$ cat src/rtl/icache_refill_if.sv
// rtl/icache_refill_if.sv - miss, memory-bus and SRAM-write signal bundle for icache_refill
interface icache_refill_if #(
  parameter int ADDR_WIDTH = 6,
  parameter int TAG_WIDTH  = 8,
  parameter int DATA_WIDTH = 128,
  parameter int N_WAY      = 4
);
  logic                  i_cache_miss;
  logic [31:0]           i_addr_miss;
  logic [N_WAY-1:0]      i_vic_miss;
  logic                  o_resp_miss;
  logic                  o_mem_req;
  logic [31:0]           o_mem_addr;
  logic                  i_mem_gnt;
  logic                  i_mem_rvalid;
  logic [31:0]           i_mem_rdata;
  logic                  o_tag_wren;
  logic [ADDR_WIDTH-1:0] o_tag_waddr;
  logic [TAG_WIDTH-1:0]  o_tag_wdata;
  logic [N_WAY-1:0]      o_way_wren;
  logic [DATA_WIDTH-1:0] o_data_wdata;
  logic                  o_init_done;

  modport master (
    output i_cache_miss, i_addr_miss, i_vic_miss, i_mem_gnt, i_mem_rvalid, i_mem_rdata,
    input  o_resp_miss, o_mem_req, o_mem_addr, o_tag_wren, o_tag_waddr, o_tag_wdata,
           o_way_wren, o_data_wdata, o_init_done
  );

  modport slave (
    input  i_cache_miss, i_addr_miss, i_vic_miss, i_mem_gnt, i_mem_rvalid, i_mem_rdata,
    output o_resp_miss, o_mem_req, o_mem_addr, o_tag_wren, o_tag_waddr, o_tag_wdata,
           o_way_wren, o_data_wdata, o_init_done
  );
endinterface

$ cat src/rtl/icache_refill.sv
// rtl/icache_refill.sv - instruction-cache line refill engine with post-reset tag invalidate sweep
// Optional ICACHE_RR_VICTIM_EN: per-set round-robin victim pointer replaces i_vic_miss.
module icache_refill #(
  parameter int ADDR_WIDTH = 6,
  parameter int TAG_WIDTH  = 8,
  parameter int DATA_WIDTH = 128,
  parameter int N_WAY      = 4
) (
  input  logic           i_clk,
  input  logic           i_rst_n,
  icache_refill_if.slave bus
);
  localparam int WORDS = DATA_WIDTH / 32;
  localparam int CW    = $clog2(WORDS) + 1;
  localparam int SETS  = 1 << ADDR_WIDTH;

  typedef enum logic [2:0] {S_INIT, S_IDLE, S_FETCH, S_WRITE, S_RESP} state_t;
  state_t state, state_n;

  logic [ADDR_WIDTH-1:0] init_cnt, init_cnt_n;
  logic                  init_done, init_done_n;
  logic                  pending, pending_n;
  logic [29:0]           addr_q, addr_n;
  logic [CW-1:0]         issue_cnt, issue_n;
  logic [CW-1:0]         rcnt, rcnt_n;
  logic [DATA_WIDTH-1:0] line_q, line_n;

  logic                  resp_q, resp_n;
  logic                  mem_req_q, mem_req_n;
  logic [31:0]           mem_addr_q, mem_addr_n;
  logic                  tag_wren_q, tag_wren_n;
  logic [ADDR_WIDTH-1:0] waddr_q, waddr_n;
  logic [TAG_WIDTH-1:0]  tag_wdata_q, tag_wdata_n;
  logic [N_WAY-1:0]      way_wren_q, way_wren_n;
  logic [DATA_WIDTH-1:0] data_wdata_q, data_wdata_n;

  logic [ADDR_WIDTH-1:0] idx_q;
  logic [TAG_WIDTH-2:0]  tag_q;
  logic [31:0]           base_q;
  logic [N_WAY-1:0]      victim;

  // Latched address keeps only the word-line part; the low two bits never matter.
  assign idx_q  = addr_q[0 +: ADDR_WIDTH];
  assign tag_q  = addr_q[ADDR_WIDTH +: TAG_WIDTH-1];
  assign base_q = {addr_q, 2'b00};

`ifdef ICACHE_RR_VICTIM_EN
  localparam int PW = (N_WAY > 1) ? $clog2(N_WAY) : 1;
  logic [PW-1:0] rr_ptr [SETS];

  assign victim = N_WAY'(1) << rr_ptr[idx_q];

  always_ff @(posedge i_clk or negedge i_rst_n) begin
    if (!i_rst_n) begin
      for (int s = 0; s < SETS; s++) rr_ptr[s] <= '0;
    end else if (state == S_INIT) begin
      rr_ptr[init_cnt] <= '0;
    end else if (state == S_WRITE) begin
      rr_ptr[idx_q] <= (rr_ptr[idx_q] == PW'(N_WAY-1)) ? '0 : rr_ptr[idx_q] + PW'(1);
    end
  end
`else
  logic [N_WAY-1:0] vic_q, vic_n;
  logic             vic_onehot;
  logic [N_WAY-1:0] vic_sel;

  // A corrupt (non-one-hot) hint from the search stage falls back to way 0.
  assign vic_onehot = (bus.i_vic_miss != '0) &&
                      ((bus.i_vic_miss & (bus.i_vic_miss - 1'b1)) == '0);
  assign vic_sel    = vic_onehot ? bus.i_vic_miss : N_WAY'(1);
  assign victim     = vic_q;
`endif

  always_ff @(posedge i_clk or negedge i_rst_n) begin
    if (!i_rst_n) state <= S_INIT;
    else          state <= state_n;
  end

  // Outputs are computed one step ahead and registered so they are all zero in reset.
  always_comb begin
    state_n      = state;
    init_cnt_n   = init_cnt;
    init_done_n  = init_done;
    pending_n    = pending;
    addr_n       = addr_q;
    issue_n      = issue_cnt;
    rcnt_n       = rcnt;
    line_n       = line_q;
    resp_n       = 1'b0;
    mem_req_n    = 1'b0;
    mem_addr_n   = '0;
    tag_wren_n   = 1'b0;
    waddr_n      = '0;
    tag_wdata_n  = '0;
    way_wren_n   = '0;
    data_wdata_n = '0;
`ifndef ICACHE_RR_VICTIM_EN
    vic_n        = vic_q;
`endif
    case (state)
      S_INIT: begin
        tag_wren_n = 1'b1;
        way_wren_n = '1;
        waddr_n    = init_cnt;
        init_cnt_n = init_cnt + 1'b1;
        if (bus.i_cache_miss && !pending) begin
          pending_n = 1'b1;
          addr_n    = bus.i_addr_miss[31:2];
`ifndef ICACHE_RR_VICTIM_EN
          vic_n     = vic_sel;
`endif
        end
        if (init_cnt == ADDR_WIDTH'(SETS-1)) state_n = S_IDLE;
      end
      S_IDLE: begin
        init_done_n = 1'b1;
        if (bus.i_cache_miss || pending) begin
          if (!pending) begin
            addr_n = bus.i_addr_miss[31:2];
`ifndef ICACHE_RR_VICTIM_EN
            vic_n  = vic_sel;
`endif
          end
          pending_n  = 1'b0;
          issue_n    = '0;
          rcnt_n     = '0;
          mem_req_n  = 1'b1;
          mem_addr_n = {addr_n, 2'b00};
          state_n    = S_FETCH;
        end
      end
      S_FETCH: begin
        if (mem_req_q && bus.i_mem_gnt) issue_n = issue_cnt + 1'b1;
        // Only responses to already-granted requests are accepted.
        if (bus.i_mem_rvalid && (rcnt != issue_cnt)) begin
          line_n[32*rcnt[CW-2:0] +: 32] = bus.i_mem_rdata;
          rcnt_n = rcnt + 1'b1;
        end
        mem_req_n = (issue_n < CW'(WORDS));
        if (mem_req_n) mem_addr_n = base_q + 32'(issue_n);
        if (rcnt_n == CW'(WORDS)) begin
          state_n      = S_WRITE;
          tag_wren_n   = 1'b1;
          way_wren_n   = victim;
          waddr_n      = idx_q;
          tag_wdata_n  = {1'b1, tag_q};
          data_wdata_n = line_n;
        end
      end
      S_WRITE: begin
        resp_n  = 1'b1;
        state_n = S_RESP;
      end
      S_RESP: state_n = S_IDLE;
      default: state_n = S_INIT;
    endcase
  end

  always_ff @(posedge i_clk or negedge i_rst_n) begin
    if (!i_rst_n) begin
      init_cnt     <= '0;
      init_done    <= 1'b0;
      pending      <= 1'b0;
      addr_q       <= '0;
      issue_cnt    <= '0;
      rcnt         <= '0;
      line_q       <= '0;
      resp_q       <= 1'b0;
      mem_req_q    <= 1'b0;
      mem_addr_q   <= '0;
      tag_wren_q   <= 1'b0;
      waddr_q      <= '0;
      tag_wdata_q  <= '0;
      way_wren_q   <= '0;
      data_wdata_q <= '0;
`ifndef ICACHE_RR_VICTIM_EN
      vic_q        <= '0;
`endif
    end else begin
      init_cnt     <= init_cnt_n;
      init_done    <= init_done_n;
      pending      <= pending_n;
      addr_q       <= addr_n;
      issue_cnt    <= issue_n;
      rcnt         <= rcnt_n;
      line_q       <= line_n;
      resp_q       <= resp_n;
      mem_req_q    <= mem_req_n;
      mem_addr_q   <= mem_addr_n;
      tag_wren_q   <= tag_wren_n;
      waddr_q      <= waddr_n;
      tag_wdata_q  <= tag_wdata_n;
      way_wren_q   <= way_wren_n;
      data_wdata_q <= data_wdata_n;
`ifndef ICACHE_RR_VICTIM_EN
      vic_q        <= vic_n;
`endif
    end
  end

  assign bus.o_resp_miss  = resp_q;
  assign bus.o_mem_req    = mem_req_q;
  assign bus.o_mem_addr   = mem_addr_q;
  assign bus.o_tag_wren   = tag_wren_q;
  assign bus.o_tag_waddr  = waddr_q;
  assign bus.o_tag_wdata  = tag_wdata_q;
  assign bus.o_way_wren   = way_wren_q;
  assign bus.o_data_wdata = data_wdata_q;
  assign bus.o_init_done  = init_done;
endmodule

$ cat src/flat_wrapper.sv
// flat-port wrapper written by rule: the top's interface ports become plain ports
module icache_refill_flat 
#(
  parameter int ADDR_WIDTH = 6,
  parameter int TAG_WIDTH  = 8,
  parameter int DATA_WIDTH = 128,
  parameter int N_WAY      = 4
)
  (i_clk, i_rst_n, bus_i_cache_miss, bus_i_addr_miss, bus_i_vic_miss, bus_i_mem_gnt, bus_i_mem_rvalid, bus_i_mem_rdata, bus_o_resp_miss, bus_o_mem_req, bus_o_mem_addr, bus_o_tag_wren, bus_o_tag_waddr, bus_o_tag_wdata, bus_o_way_wren, bus_o_data_wdata, bus_o_init_done);
  icache_refill_if #(.ADDR_WIDTH(ADDR_WIDTH), .TAG_WIDTH(TAG_WIDTH), .DATA_WIDTH(DATA_WIDTH), .N_WAY(N_WAY)) bus_i ();
  input  logic i_clk;
  input  logic i_rst_n;
  input wire logic [$bits(bus_i.i_cache_miss)-1:0] bus_i_cache_miss;
  input wire logic [$bits(bus_i.i_addr_miss)-1:0] bus_i_addr_miss;
  input wire logic [$bits(bus_i.i_vic_miss)-1:0] bus_i_vic_miss;
  input wire logic [$bits(bus_i.i_mem_gnt)-1:0] bus_i_mem_gnt;
  input wire logic [$bits(bus_i.i_mem_rvalid)-1:0] bus_i_mem_rvalid;
  input wire logic [$bits(bus_i.i_mem_rdata)-1:0] bus_i_mem_rdata;
  output wire logic [$bits(bus_i.o_resp_miss)-1:0] bus_o_resp_miss;
  output wire logic [$bits(bus_i.o_mem_req)-1:0] bus_o_mem_req;
  output wire logic [$bits(bus_i.o_mem_addr)-1:0] bus_o_mem_addr;
  output wire logic [$bits(bus_i.o_tag_wren)-1:0] bus_o_tag_wren;
  output wire logic [$bits(bus_i.o_tag_waddr)-1:0] bus_o_tag_waddr;
  output wire logic [$bits(bus_i.o_tag_wdata)-1:0] bus_o_tag_wdata;
  output wire logic [$bits(bus_i.o_way_wren)-1:0] bus_o_way_wren;
  output wire logic [$bits(bus_i.o_data_wdata)-1:0] bus_o_data_wdata;
  output wire logic [$bits(bus_i.o_init_done)-1:0] bus_o_init_done;
  assign bus_i.i_cache_miss = bus_i_cache_miss;
  assign bus_i.i_addr_miss = bus_i_addr_miss;
  assign bus_i.i_vic_miss = bus_i_vic_miss;
  assign bus_i.i_mem_gnt = bus_i_mem_gnt;
  assign bus_i.i_mem_rvalid = bus_i_mem_rvalid;
  assign bus_i.i_mem_rdata = bus_i_mem_rdata;
  assign bus_o_resp_miss = bus_i.o_resp_miss;
  assign bus_o_mem_req = bus_i.o_mem_req;
  assign bus_o_mem_addr = bus_i.o_mem_addr;
  assign bus_o_tag_wren = bus_i.o_tag_wren;
  assign bus_o_tag_waddr = bus_i.o_tag_waddr;
  assign bus_o_tag_wdata = bus_i.o_tag_wdata;
  assign bus_o_way_wren = bus_i.o_way_wren;
  assign bus_o_data_wdata = bus_i.o_data_wdata;
  assign bus_o_init_done = bus_i.o_init_done;
  icache_refill #(.ADDR_WIDTH(ADDR_WIDTH), .TAG_WIDTH(TAG_WIDTH), .DATA_WIDTH(DATA_WIDTH), .N_WAY(N_WAY)) u_core (.i_clk(i_clk), .i_rst_n(i_rst_n), .bus(bus_i));
endmodule
$ cat config.mk
export PLATFORM = sky130hd
export DESIGN_NAME = icache_refill_flat
export DESIGN_NICKNAME = d
export VERILOG_FILES = /design/src/rtl/icache_refill_if.sv /design/src/rtl/icache_refill.sv /design/src/flat_wrapper.sv
export SDC_FILE = /design/constraint.sdc
export NUM_CORES = 1
export LEC_CHECK = 0
export BUFFER_PORTS_ARGS = -buffer_cell sky130_fd_sc_hd__buf_2
export CORE_MARGIN = 2
export CORE_UTILIZATION = 40
export DETAILED_ROUTE_END_ITERATION = 7
export GPL_TIMING_DRIVEN = 1
export HOLD_SLACK_MARGIN = 0.1
export PLACE_DENSITY = 0.61
export SLEW_MARGIN = 20
export SYNTH_ARGS = -nofsm -noshare
export SYNTH_HDL_FRONTEND = slang
export SYNTH_SLANG_ARGS = --single-unit
$ cat constraint.sdc
create_clock -name i_clk -period 7.3 [get_ports i_clk]
set_input_delay 1.46 -clock i_clk [delete_from_list [all_inputs] [get_ports i_clk]]
set_output_delay 1.46 -clock i_clk [all_outputs]
set_load 0.01 [all_outputs]
==> impl_metrics.env <==
export IMPL_run_status="complete, no violations"
export IMPL_largest_stage_delay_worst_path_ns=0.78
export IMPL_final_slew_viol_count=0
export IMPL_synth_warning_count=0
export IMPL_final_setup_tns_ns=0
export IMPL_ff2ff_setup_slack_ns=4.05
export IMPL_seq_area_frac_synth=0.585
export IMPL_synth_async_reset_ratio=1.00
export IMPL_dp_cell_count=2214
export IMPL_worst_path_max_delay_cell="nor3_4"
export IMPL_count_of_inserted_antenna_diode_cells=0
export IMPL_setup_viol_count_final=0
export IMPL_finish_cell_count_without_fillers=2288
export IMPL_finalHoldViolations=0
export IMPL_port_buffers=252
export IMPL_crit_path_cell_trace="inv_1, ha_1, nor3_4, buf_4, nand3_1, a211oi_1"
export IMPL_timing_worst_setup_path_type="flop to flop"
export IMPL_power_ir_vdd_worst_v=0.000288
export IMPL_finalCriticalPeriod_ns=3.25
export IMPL_wire_per_inst_um=18.1
export IMPL_syn_avg_cell_area_um2=9.67
export IMPL_hpwlAfterDp_mm=25.1
export IMPL_layout_area_overhead_vs_synth_pct=19.7
export IMPL_rsz0062_at_grt="false"
export IMPL_cap_viol_max_count=0
export IMPL_grt_pass1_wl_mm=67.0
export IMPL_endpoint="u_core.bus.o_data_wdata[103]$_DFF_PN0_"
export IMPL_clock_insertion_delay_at_the_later_pin_of_the_skew_report_ns=0.55
export IMPL_share_clk_of_total_power=0.340
export IMPL_crit_fanout=44
export IMPL_drtIter0Drc=694
export IMPL_synth_seq_cells=360
export IMPL_cellLeakagePower_nw=8.09
export IMPL_worst_slew_pin_slew_ns=1.09
export IMPL_crit_start="u_core.rcnt[0]$_DFFE_PN0P_"
export IMPL_worstRegToRegCells=6
export IMPL_final_nets=1829
export IMPL_netlist_area_mm2=0.0154
export IMPL_worstReg2RegEnd="u_core.bus.o_data_wdata[103]$_DFF_PN0_"
export IMPL_seq_power_share=0.387
export IMPL_power_share_combinational=0.273
export IMPL_clkSinkCount=360
export IMPL_routed_wirelength_mm=41.5
export IMPL_floorplan_rows=71
export IMPL_htree_num_levels=2
export IMPL_placeableCoreArea_mm2=0.0378
export IMPL_dr_total_vias=11700
export IMPL_floorplan_io_pins=255
export IMPL_cellPowerDensity_mw_per_mm2=342
export IMPL_cts_hold_fix_bufs=0
export IMPL_setup_worst_path_start_class="flop"
export IMPL_cts_resized=0
export IMPL_maxSlewHeadroom=0.277
export IMPL_fmax_mhz=307
export IMPL_p_int_mw=4.13
export IMPL_viasPerCell=5.12
export IMPL_gp_congestion=0.735
export IMPL_tritoncts_clock_tree="done"
export IMPL_post_synth_main_area_contributors="dfrtp_1 59%, nand2_1 8.2%, a211oi_1 6.2%"
export IMPL_post_route_cells_drive_above_1_share=0.207
export IMPL_timing_hold_worst_class="flop to flop"
export IMPL_die_height_um=200
export IMPL_detail_route_drc_violations=0
export IMPL_starting_density=0.408
export IMPL_synth_area_leader_cell="dfrtp_1"
export IMPL_cts_reportedPaths_clkPinSlew_ns=0.06
export IMPL_clock_skew_final_ns=0.0145
export IMPL_switching_power_mw=2.18
export IMPL_global_route_overflow_total=0
export IMPL_critPathRequiredTime_ns=7.73
export IMPL_cts_made_buffers=42
export IMPL_dieArea_mm2=0.0401
export IMPL_critPathCaptureType="flop"
export IMPL_synth_top_area_share=0.585
export IMPL_synth_enable_flop_cells=0
export IMPL_most_frequently_used_flop_master_after_synthesis="dfrtp_1"
export IMPL_clock_path_buffers=3
export IMPL_root_buffer="clkbuf_16"
export IMPL_grt_start_max_net_pins=165
export IMPL_min_period_over_period=0.446
export IMPL_synthDistinctLibCells=43
export IMPL_groute_usage_overall=0.210
export IMPL_cp_data_arrival_time_ns=3.68
export IMPL_drt_antenna_violating_nets=0
export IMPL_synthesis_instances=1591
export IMPL_rr_startpoint="u_core.rcnt[0]$_DFFE_PN0P_"
export IMPL_switching_share=0.346
export IMPL_antenna_found_initial=1
export IMPL_drt_pre_antenna_iters=5
export IMPL_postCtsSetupRepairBufs=0
export IMPL_syn_nets=1672
export IMPL_grt_pass1_vias=11500
export IMPL_chipWidth_um=200
## area by class of cell
cell class / instances / area, um2
fill: 3507 / 19300
sequential: 360 / 9010
multi-input combinational: 1026 / 5680
timing repair buffer: 277 / 1510
clock buffer: 57 / 1230
tap: 511 / 639
clock inverter: 16 / 195
inverter: 41 / 154
## how the worst min path moves through the flow
stage / startpoint / to / slack [ns] / cells after the start
floorplan: u_core.line_q[100]$_DFFE_PN0P_ / u_core.line_q[100]$_DFFE_PN0P_ / 0.45 / 2
detailed placement: u_core.bus.o_init_done$_DFFE_PN0P_ / u_core.bus.o_init_done$_DFFE_PN0P_ / 0.44 / 1
finish: u_core.bus.o_init_done$_DFFE_PN0P_ / u_core.bus.o_init_done$_DFFE_PN0P_ / 0.45 / 1
global placement: u_core.bus.o_init_done$_DFFE_PN0P_ / u_core.bus.o_init_done$_DFFE_PN0P_ / 0.44 / 1
global route: u_core.bus.o_init_done$_DFFE_PN0P_ / u_core.bus.o_init_done$_DFFE_PN0P_ / 0.48 / 1
CTS: u_core.bus.o_init_done$_DFFE_PN0P_ / u_core.bus.o_init_done$_DFFE_PN0P_ / 0.46 / 1
## cells by family after synthesis
| family | after synthesis | share of synthesized area |
|---|---|---|
| simple gates | 640 | 0.194 |
| compound gates | 365 | 0.152 |
| flops | 360 | 0.585 |
| buf+inv | 205 | 0.0524 |
| xor+xnor | 12 | 0.00854 |
| fa+ha+maj | 8 | 0.00651 |
| mux | 1 | 0.000651 |
## synth_stat cells (all sizes together) (2+ instances only)
master  number
a211oi     128
a21o         4
a21oi        5
a311o        4
a31oi        6
and2         2
and3         3
buf         56
clkbuf     108
dfrtp      360
ha           8
inv         41
nand2      338
nand2b     131
nand3      133
nand4        2
nor2         8
nor2b        3
nor3        12
nor4b        4
o21ai      169
o22ai        2
o31ai       40
xnor2       10
xor2         2
## sequential cells by signal, summed over array words and instances, names as in the netlist, 3 cells and up
| name | cells |
|---|---|
| u_core.addr_q | 30 |
| u_core.bus.o_data_wdata | 128 |
| u_core.bus.o_mem_addr | 32 |
| u_core.bus.o_tag_waddr | 6 |
| u_core.bus.o_tag_wdata | 8 |
| u_core.bus.o_way_wren | 4 |
| u_core.init_cnt | 6 |
| u_core.issue_cnt | 3 |
| u_core.line_q | 128 |
| u_core.rcnt | 3 |
| u_core.state | 3 |
| u_core.vic_q | 4 |
## critical path: cells and delay by family, from the launching register on
kind | cells | cell delay [ns]
buffers and inverters | 2 | 0.89
AOI/OAI and AO/OA | 1 | 0.28
and+or+nand+nor | 2 | 0.92
DFF | 1 | 0.64
adders and majority gates | 1 | 0.38
## cells in the final DEF, fill, tap and decap left out, types with 21 or more instances in the layout
| master | count |
|---|---|
| buf_4 | 21 |
| a211oi_1 | 128 |
| o31ai_1 | 40 |
| nand2_1 | 338 |
| o21ai_1 | 85 |
| clkbuf_16 | 43 |
| nand3_1 | 133 |
| inv_1 | 41 |
| nand2b_1 | 131 |
| o21ai_0 | 84 |
| buf_2 | 251 |
| dfrtp_1 | 360 |
## per-stage QoR
step	hold WS, ns	util	cell area (um2)	total power, mW	setup WS (ns)
floorplan	0.451	-	15400	3.62	4.57
global placement	0.437	0.449	16900	4.15	3.52
CTS	0.456	0.487	18400	6.39	3.80
finish	0.452	0.488	18400	6.31	4.05
global route	0.480	0.488	18400	6.69	3.75
detailed placement	0.443	0.450	17000	4.22	3.53
## layer usage
metal	track usage	routed length, um
met1	0.304	19700
met2	0.321	18900
met3	0.0410	1990
met4	0.0613	821
met5	0	7
## power by group through the flow
| stage | logic, mW | clock network, mW | registers [mW] |
|---|---|---|---|
| floorplan | 1.14 | 0 | 2.49 |
| global placement | 1.68 | 0 | 2.47 |
| detailed placement | 1.74 | 0 | 2.48 |
| CTS | 1.74 | 2.21 | 2.44 |
| global route | 1.93 | 2.29 | 2.47 |
| finish | 1.72 | 2.15 | 2.44 |
Note: power is estimated with default switching activity, not from simulation.
